===== config.mk =====
export PLATFORM = sky130hd
export DESIGN_NAME = pito_mvu_cmd_bridge
export DESIGN_NICKNAME = d
export VERILOG_FILES = /design/src/rtl/pito_mvu_bridge_pkg.sv /design/src/rtl/mvu_cmd_fifo.sv /design/src/rtl/pito_mvu_cmd_bridge.sv
export SDC_FILE = /design/constraint.sdc
export NUM_CORES = 1
export LEC_CHECK = 0
export ABC_CLOCK_PERIOD_IN_PS = 12440
export BUFFER_PORTS_ARGS = -buffer_cell sky130_fd_sc_hd__buf_4
export CAP_MARGIN = 20
export CELL_PAD_IN_SITES_DETAIL_PLACEMENT = 0
export CELL_PAD_IN_SITES_GLOBAL_PLACEMENT = 1
export CORE_ASPECT_RATIO = 1.4
export CORE_MARGIN = 5
export CORE_UTILIZATION = 55
export DETAILED_ROUTE_END_ITERATION = 8
export PLACE_DENSITY = 0.79
export SLEW_MARGIN = 25
export SYNTH_ARGS = -nofsm -noshare
export SYNTH_HDL_FRONTEND = slang
export SYNTH_SLANG_ARGS = --single-unit

===== constraint.sdc =====
create_clock -name clk -period 12.44 [get_ports clk]
set_input_delay 0.622 -clock clk [delete_from_list [all_inputs] [get_ports clk]]
set_output_delay 0.622 -clock clk [all_outputs]
set_load 0.1 [all_outputs]

===== src/rtl/pito_mvu_bridge_pkg.sv =====
// Shared types and constants for the pito -> MVU command bridge.
// Holds the packed MVU command layout, CSR offsets, FSM states and
// STATUS bit positions used by the bridge and its command FIFO.
package pito_mvu_bridge_pkg;

  // Packed command word sent to the MVU: wbase sits in the LSBs.
  typedef struct packed {
    logic [31:0] len;
    logic [31:0] obase;
    logic [31:0] ibase;
    logic [31:0] wbase;
  } mvu_cmd_t;

  // CSR offsets relative to CSR_BASE.
  localparam logic [11:0] OFF_WBASE   = 12'd0;
  localparam logic [11:0] OFF_IBASE   = 12'd1;
  localparam logic [11:0] OFF_OBASE   = 12'd2;
  localparam logic [11:0] OFF_LEN     = 12'd3;
  localparam logic [11:0] OFF_KICK    = 12'd4;
  localparam logic [11:0] OFF_IRQ_ACK = 12'd5;
  localparam logic [11:0] OFF_STATUS  = 12'd6;

  // Bridge job-lifecycle states.
  typedef enum logic [1:0] {
    IDLE,
    ISSUE,
    WAIT_DONE,
    IRQ
  } state_t;

  // STATUS register bit positions.
  localparam int STAT_BUSY    = 0;
  localparam int STAT_IRQ     = 1;
  localparam int STAT_CNT_LSB = 2;
  localparam int STAT_CNT_MSB = 4;
  localparam int STAT_OVF     = 5;
  localparam int STAT_TMO     = 6;

endpackage


===== src/rtl/mvu_cmd_fifo.sv =====
// Synchronous FIFO holding queued MVU jobs.
// A push is accepted when not full, or when a pop happens in the same
// cycle; pointers wrap naturally because DEPTH is a power of two.
module mvu_cmd_fifo
  import pito_mvu_bridge_pkg::*;
#(
  parameter int WIDTH = 128,
  parameter int DEPTH = 4
) (
  input  logic                     clk,
  input  logic                     rst_n,
  input  logic                     push,
  input  logic [WIDTH-1:0]         wdata,
  input  logic                     pop,
  output logic [WIDTH-1:0]         rdata,
  output logic                     full,
  output logic                     empty,
  output logic [$clog2(DEPTH):0]   count
);

  localparam int AW = $clog2(DEPTH);
  localparam int CW = AW + 1;

  logic [WIDTH-1:0] mem [DEPTH];
  logic [AW-1:0]    wr_ptr;
  logic [AW-1:0]    rd_ptr;
  logic             do_push;
  logic             do_pop;

  assign empty   = (count == '0);
  assign full    = (count == CW'(DEPTH));
  assign do_pop  = pop && !empty;
  assign do_push = push && (!full || do_pop);
  assign rdata   = mem[rd_ptr];

  // Pointer and occupancy bookkeeping.
  always_ff @(posedge clk or negedge rst_n) begin
    if (!rst_n) begin
      wr_ptr <= '0;
      rd_ptr <= '0;
      count  <= '0;
    end else begin
      if (do_push) wr_ptr <= wr_ptr + AW'(1);
      if (do_pop)  rd_ptr <= rd_ptr + AW'(1);
      case ({do_push, do_pop})
        2'b10:   count <= count + CW'(1);
        2'b01:   count <= count - CW'(1);
        default: count <= count;
      endcase
    end
  end

  // Storage array; contents need no reset since count gates visibility.
  always_ff @(posedge clk) begin
    if (do_push) mem[wr_ptr] <= wdata;
  end

endmodule


===== src/rtl/pito_mvu_cmd_bridge.sv =====
// CSR-programmed command bridge between pito and one MVU command port.
// Firmware stages job fields, KICKs them into a FIFO, and the bridge
// issues each job, waits for completion and holds an irq until acked.
// Optional watchdog: define PITO_MVU_BRIDGE_TIMEOUT_EN to bound WAIT_DONE.
module pito_mvu_cmd_bridge
  import pito_mvu_bridge_pkg::*;
#(
  parameter logic [11:0] CSR_BASE       = 12'hF20,
  parameter int          FIFO_DEPTH     = 4,
  parameter int          TIMEOUT_CYCLES = 65535
) (
  input  logic         clk,
  input  logic         rst_n,
  input  logic         csr_we,
  input  logic [11:0]  csr_waddr,
  input  logic [31:0]  csr_wdata,
  input  logic         csr_re,
  input  logic [11:0]  csr_raddr,
  output logic [31:0]  csr_rdata,
  output logic         mvu_cmd_valid,
  input  logic         mvu_cmd_ready,
  output logic [127:0] mvu_cmd,
  input  logic         mvu_done,
  output logic         mvu_irq
);

  localparam int CNTW = $clog2(FIFO_DEPTH) + 1;

  mvu_cmd_t        staging_q;
  mvu_cmd_t        cmd_q;
  mvu_cmd_t        fifo_rdata;
  state_t          state_q;
  state_t          state_d;
  logic            overflow_q;
  logic            timeout_q;
  logic            timeout_evt;
  logic            fifo_full;
  logic            fifo_empty;
  logic [CNTW-1:0] fifo_count;
  logic [2:0]      count3;
  logic            pop;
  logic            kick;
  logic            ack;
  logic            we_status;
  logic            overflow_evt;
  logic [31:0]     status_word;
  logic [31:0]     rd_val;

  assign kick         = csr_we && (csr_waddr == CSR_BASE + OFF_KICK);
  assign ack          = csr_we && (csr_waddr == CSR_BASE + OFF_IRQ_ACK) && csr_wdata[0];
  assign we_status    = csr_we && (csr_waddr == CSR_BASE + OFF_STATUS);
  assign pop          = (state_q == IDLE) && !fifo_empty;
  assign overflow_evt = kick && fifo_full && !pop;

  mvu_cmd_fifo #(
    .WIDTH (128),
    .DEPTH (FIFO_DEPTH)
  ) u_fifo (
    .clk   (clk),
    .rst_n (rst_n),
    .push  (kick),
    .wdata (staging_q),
    .pop   (pop),
    .rdata (fifo_rdata),
    .full  (fifo_full),
    .empty (fifo_empty),
    .count (fifo_count)
  );

`ifdef PITO_MVU_BRIDGE_TIMEOUT_EN
  logic [31:0] wd_cnt_q;

  // Watchdog counts cycles spent in WAIT_DONE, restarting on each entry.
  always_ff @(posedge clk or negedge rst_n) begin
    if (!rst_n) begin
      wd_cnt_q <= '0;
    end else if (state_q == ISSUE && state_d == WAIT_DONE) begin
      wd_cnt_q <= '0;
    end else if (state_q == WAIT_DONE) begin
      wd_cnt_q <= wd_cnt_q + 32'd1;
    end
  end
`else
  logic unused_timeout_cycles;
  assign unused_timeout_cycles = ^TIMEOUT_CYCLES;
`endif

  // Next-state logic for the job lifecycle.
  always_comb begin
    state_d     = state_q;
    timeout_evt = 1'b0;
    unique case (state_q)
      IDLE:      if (!fifo_empty) state_d = ISSUE;
      ISSUE:     if (mvu_cmd_ready) state_d = WAIT_DONE;
      WAIT_DONE: begin
        if (mvu_done) begin
          state_d = IRQ;
        end
`ifdef PITO_MVU_BRIDGE_TIMEOUT_EN
        else if (wd_cnt_q >= 32'(TIMEOUT_CYCLES - 1)) begin
          state_d     = IRQ;
          timeout_evt = 1'b1;
        end
`endif
      end
      IRQ:       if (ack) state_d = IDLE;
      default:   state_d = IDLE;
    endcase
  end

  // State register and the command latched on each FIFO pop.
  always_ff @(posedge clk or negedge rst_n) begin
    if (!rst_n) begin
      state_q <= IDLE;
      cmd_q   <= '0;
    end else begin
      state_q <= state_d;
      if (pop) cmd_q <= fifo_rdata;
    end
  end

  // Staging registers written by firmware before a KICK.
  always_ff @(posedge clk or negedge rst_n) begin
    if (!rst_n) begin
      staging_q <= '0;
    end else if (csr_we) begin
      if (csr_waddr == CSR_BASE + OFF_WBASE) staging_q.wbase <= csr_wdata;
      if (csr_waddr == CSR_BASE + OFF_IBASE) staging_q.ibase <= csr_wdata;
      if (csr_waddr == CSR_BASE + OFF_OBASE) staging_q.obase <= csr_wdata;
      if (csr_waddr == CSR_BASE + OFF_LEN)   staging_q.len   <= csr_wdata;
    end
  end

  // Sticky error flags; a new event in the clearing cycle still wins.
  always_ff @(posedge clk or negedge rst_n) begin
    if (!rst_n) begin
      overflow_q <= 1'b0;
      timeout_q  <= 1'b0;
    end else begin
      if (we_status)    overflow_q <= 1'b0;
      if (we_status)    timeout_q  <= 1'b0;
      if (overflow_evt) overflow_q <= 1'b1;
      if (timeout_evt)  timeout_q  <= 1'b1;
    end
  end

  assign count3      = 3'(fifo_count);
  assign status_word = {25'd0, timeout_q, overflow_q, count3,
                        (state_q == IRQ), (state_q != IDLE)};

  // Read-address decode; unmapped addresses read as zero.
  always_comb begin
    rd_val = '0;
    if (csr_raddr == CSR_BASE + OFF_WBASE)       rd_val = staging_q.wbase;
    else if (csr_raddr == CSR_BASE + OFF_IBASE)  rd_val = staging_q.ibase;
    else if (csr_raddr == CSR_BASE + OFF_OBASE)  rd_val = staging_q.obase;
    else if (csr_raddr == CSR_BASE + OFF_LEN)    rd_val = staging_q.len;
    else if (csr_raddr == CSR_BASE + OFF_STATUS) rd_val = status_word;
  end

  // Registered read data, held between reads.
  always_ff @(posedge clk or negedge rst_n) begin
    if (!rst_n) begin
      csr_rdata <= '0;
    end else if (csr_re) begin
      csr_rdata <= rd_val;
    end
  end

  assign mvu_cmd_valid = (state_q == ISSUE);
  assign mvu_cmd       = cmd_q;
  assign mvu_irq       = (state_q == IRQ);

endmodule


==> results.toml <==
[status]
status = "completed"

[global_routing]
grt_pass1_vias = 16198
gr-usage-all-layers_pct = 22.3
met3_usage_pct = 3.57
peak_usage_layer_in_the_global_routing_report = "met2"
wire_length_of_the_first_global_routing_pass_um = 102000
grt_start_max_net_pins = 102
use_met1_pct = 29.3
use_met2_pct = 38.4
global_route.overflow_total = 0
number_of_antenna_violations_at_the_first_check_in_global_routing = 3

[clock_network]
cts_buffers = 74
ctsLongestPathBuffers = 3
hold_buffers_post_cts = 0
clock-sinks = 810
tritoncts = "yes"
clk_pin_slew_worst_paths_ps = 60
cts.htree.levels = 3
cts_post_setup_buffers_inserted = 0
clk_latency_ps = 610
cts-resized-gates = 0
cts_root_buffer = "sky130_fd_sc_hd__clkbuf_16"

[critical_path]
crit_path_start = "csr_waddr[4]"
critical-path-slowest-cell = "sky130_fd_sc_hd__and2_4"
cp.required_ps = 12660
arrival_ps = 3860
worst_setup_path_endpoint = "u_fifo.mem[0][4]$_DFFE_PP_"
worstSetupEndpointType = "register"
cp_max_stage_delay_ps = 800
cp_max_fo = 70
reg2regPathDepth = 6
critical_path.reg2reg.startpoint = "state_q[0]$_DFFE_PN0P_"
worst_r2r_endpoint = "u_fifo.mem[0][4]$_DFFE_PP_"
worst-r2r-setup-slack_ps = 9010
timing.critical_path.from_type = "primary input"
critical_path.cell_chain = "buf_4 > or4b_4 > nor3_1 > and4_1 > and2_4 > buf_6"
criticalPathCategory = "primary input to register"

[sta]
final_min_period_ps = 3640
slew_headroom_pct = 30.3
slew_of_the_pin_with_the_lowest_slew_margin_ps = 1050
grt_setup_unrepaired = "false"
achievable-frequency_mhz = 275
timing.final.setup_violations = 0
setup_tns_ps = 0
slew_violations = 0
fin_skew_ps = 20.7
hold_viol_final = 0
min_period_over_period_pct = 29.3

[layout]
final_cells = 2539
final_nets = 1819
layout-drive-gt1-share_pct = 44.4
areaGrowthSynthToFinish_pct = 15.5
finish.utilization_pct = 63.7

[yosys]
synth.distinct_cells = 45
postSynthAreaPerCell_sq_um = 20.5
synth_edf_count = 512
netlist_area_sq_mm = 0.0310
synth_warnings = 0
number_of_synthesized_register_bits = 810
top_flip_flop_cell_by_instance_count_after_synthesis = "sky130_fd_sc_hd__edfxtp_1"
synth_sequential_area_ratio_pct = 73.7
post_synth_inst_count = 1514
synth-async-reset-ratio_pct = 36.8
synthesis.nets = 1587

[placement]
dp_hpwl_um = 39000
gp_congestion = 0.743
place.port_buffers = 223
post-place-cells = 2405

[floorplan]
rows = 103
boundaryPins = 224
die_w_um = 211
die-area_sq_mm = 0.0613
die_height_um = 291
design.core.area_sq_mm = 0.0562
start_util_pct = 55.2

[power_and_ir_drop]
max-vdd-ir-drop_uv = 243
p_per_area_mw_per_mm2 = 242
leak_pwr_nw = 14.7

[detailed_routing]
final_routed_wirelength_um = 67800
drcViolationCount = 0
post_drt_wl_per_cell_um = 26.7
drtAntennaViolNets = 0
avgViaCountPerCell = 5.97
total_number_of_vias = 15155
dr_pass1_iterations = 5
initialDrtViolationCount = 917

[job]
cap_violations = 0

[worst_hold_path]
worst_hold_path_type = "primary input to asynchronous set/reset pin"
worst min-delay path by stage:
stage | startpoint | endpoint | slack (ps)
floorplan | rst_n | csr_rdata[0]$_DFFE_PN0P_ | 330
global placement | mvu_cmd[108]$_DFFE_PN0P_ | mvu_cmd[108]$_DFFE_PN0P_ | 490
detailed placement | mvu_cmd[120]$_DFFE_PN0P_ | mvu_cmd[120]$_DFFE_PN0P_ | 500
CTS | rst_n | overflow_q$_DFFE_PN0P_ | 70
global route | rst_n | overflow_q$_DFFE_PN0P_ | 90
finish | rst_n | overflow_q$_DFFE_PN0P_ | 20
per-stage QoR:
stage | instance area [sq um] | total power, mW | worst slack [ps] | hold slack [ps]
6_report | 35800 | 8.68 | 8800 | 19.0
5_1_grt | 35800 | 8.99 | 8680 | 93.6
4_1_cts | 35800 | 8.78 | 8550 | 72.9
3_5_place_dp | 33300 | 6.47 | 7910 | 497
3_3_place_gp | 33300 | 6.43 | 7940 | 491
2_1_floorplan | 31000 | 5.75 | 7140 | 326
final cells by class:
type | instances | area, sq um
timing repair buffer | 240 | 1840
clock inverter | 32 | 429
tap | 735 | 920
clock buffer | 101 | 2030
fill | 3914 | 20400
antenna | 1 | 2.50
sequential | 810 | 22800
inverter | 16 | 65.1
multi-input combinational | 604 | 7680
per-layer routing:
layer	wire, um	vias to the layer above
met1	26700	8138
met3	3340	90
met2	36100	408
met4	1700	4
li1	-	6515
met5	27	-
registers in the layout, summed over array words and instances (netlist names):
| register | count |
|---|---|
| staging_q | 128 |
| u_fifo.mem | 512 |
| overflow_q | 1 |
| u_fifo.rd_ptr | 2 |
| state_q | 2 |
| csr_rdata | 32 |
| u_fifo.count | 3 |
| mvu_cmd | 128 |
| u_fifo.wr_ptr | 2 |
kinds of logic after synthesis:
kind of cell	Yosys count	synth area share [%]
AND/OR/NAND/NOR	61	1.38
buffers and inverters	100	1.64
adder cells (fa/ha/maj)	11	0.468
flip-flops	810	73.7
AO/OA/AOI/OAI	113	3.02
XOR/XNOR	6	0.170
multiplexers	413	19.7
power by group:
part           switching, mW  internal [mW]  total (mW)
sequential             0.219           3.08        3.30
combinational           2.23          0.839        3.07
clock                  0.957           1.36        2.31
critical path: cells and delay by family:
kind | cells | cell delay (ps)
AND/OR/NAND/NOR | 4 | 2230
buffers and inverters | 2 | 750
synthesized netlist by cell type, types with 6 or more instances:
cell / n / share of area [%]
sky130_fd_sc_hd__o41ai_1: 6 / 0.17
sky130_fd_sc_hd__inv_1: 15 / 0.18
sky130_fd_sc_hd__buf_6: 14 / 0.51
sky130_fd_sc_hd__nor2_1: 11 / 0.13
sky130_fd_sc_hd__clkbuf_1: 46 / 0.56
sky130_fd_sc_hd__mux4_2: 128 / 9.3
sky130_fd_sc_hd__nor2b_1: 14 / 0.28
sky130_fd_sc_hd__edfxtp_1: 512 / 50
sky130_fd_sc_hd__a31oi_1: 8 / 0.16
sky130_fd_sc_hd__mux2_2: 277 / 10
sky130_fd_sc_hd__o21ai_0: 8 / 0.13
sky130_fd_sc_hd__o22ai_2: 30 / 1.2
sky130_fd_sc_hd__o22ai_1: 8 / 0.16
sky130_fd_sc_hd__a21oi_1: 26 / 0.42
sky130_fd_sc_hd__o221ai_1: 26 / 0.73
sky130_fd_sc_hd__mux2_1: 7 / 0.25
sky130_fd_sc_hd__buf_2: 19 / 0.31
sky130_fd_sc_hd__ha_1: 10 / 0.40
sky130_fd_sc_hd__dfrtp_1: 298 / 24
sky130_fd_sc_hd__nor3b_1: 6 / 0.15
placed cells by master (no fill, tap or decap), types with 7 or more instances in the layout:
cell type / netlist / layout
sky130_fd_sc_hd__a21oi_1: 26 / 26
sky130_fd_sc_hd__a31oi_1: 8 / 8
sky130_fd_sc_hd__buf_4: 1 / 232
sky130_fd_sc_hd__buf_6: 14 / 7
sky130_fd_sc_hd__bufinv_16: 0 / 10
sky130_fd_sc_hd__clkbuf_1: 46 / 19
sky130_fd_sc_hd__clkbuf_16: 0 / 74
sky130_fd_sc_hd__clkbuf_8: 0 / 8
sky130_fd_sc_hd__clkinv_1: 0 / 7
sky130_fd_sc_hd__clkinv_2: 0 / 9
sky130_fd_sc_hd__dfrtp_1: 298 / 296
sky130_fd_sc_hd__edfxtp_1: 512 / 512
sky130_fd_sc_hd__ha_1: 10 / 10
sky130_fd_sc_hd__inv_1: 15 / 14
sky130_fd_sc_hd__mux2_1: 7 / 7
sky130_fd_sc_hd__mux2_2: 277 / 277
sky130_fd_sc_hd__mux4_2: 128 / 128
sky130_fd_sc_hd__nor2_1: 11 / 11
sky130_fd_sc_hd__nor2b_1: 14 / 14
sky130_fd_sc_hd__o21ai_0: 8 / 8
sky130_fd_sc_hd__o221ai_1: 26 / 26
sky130_fd_sc_hd__o22ai_1: 8 / 8
sky130_fd_sc_hd__o22ai_2: 30 / 30
Power figures use the tool's default switching activity.
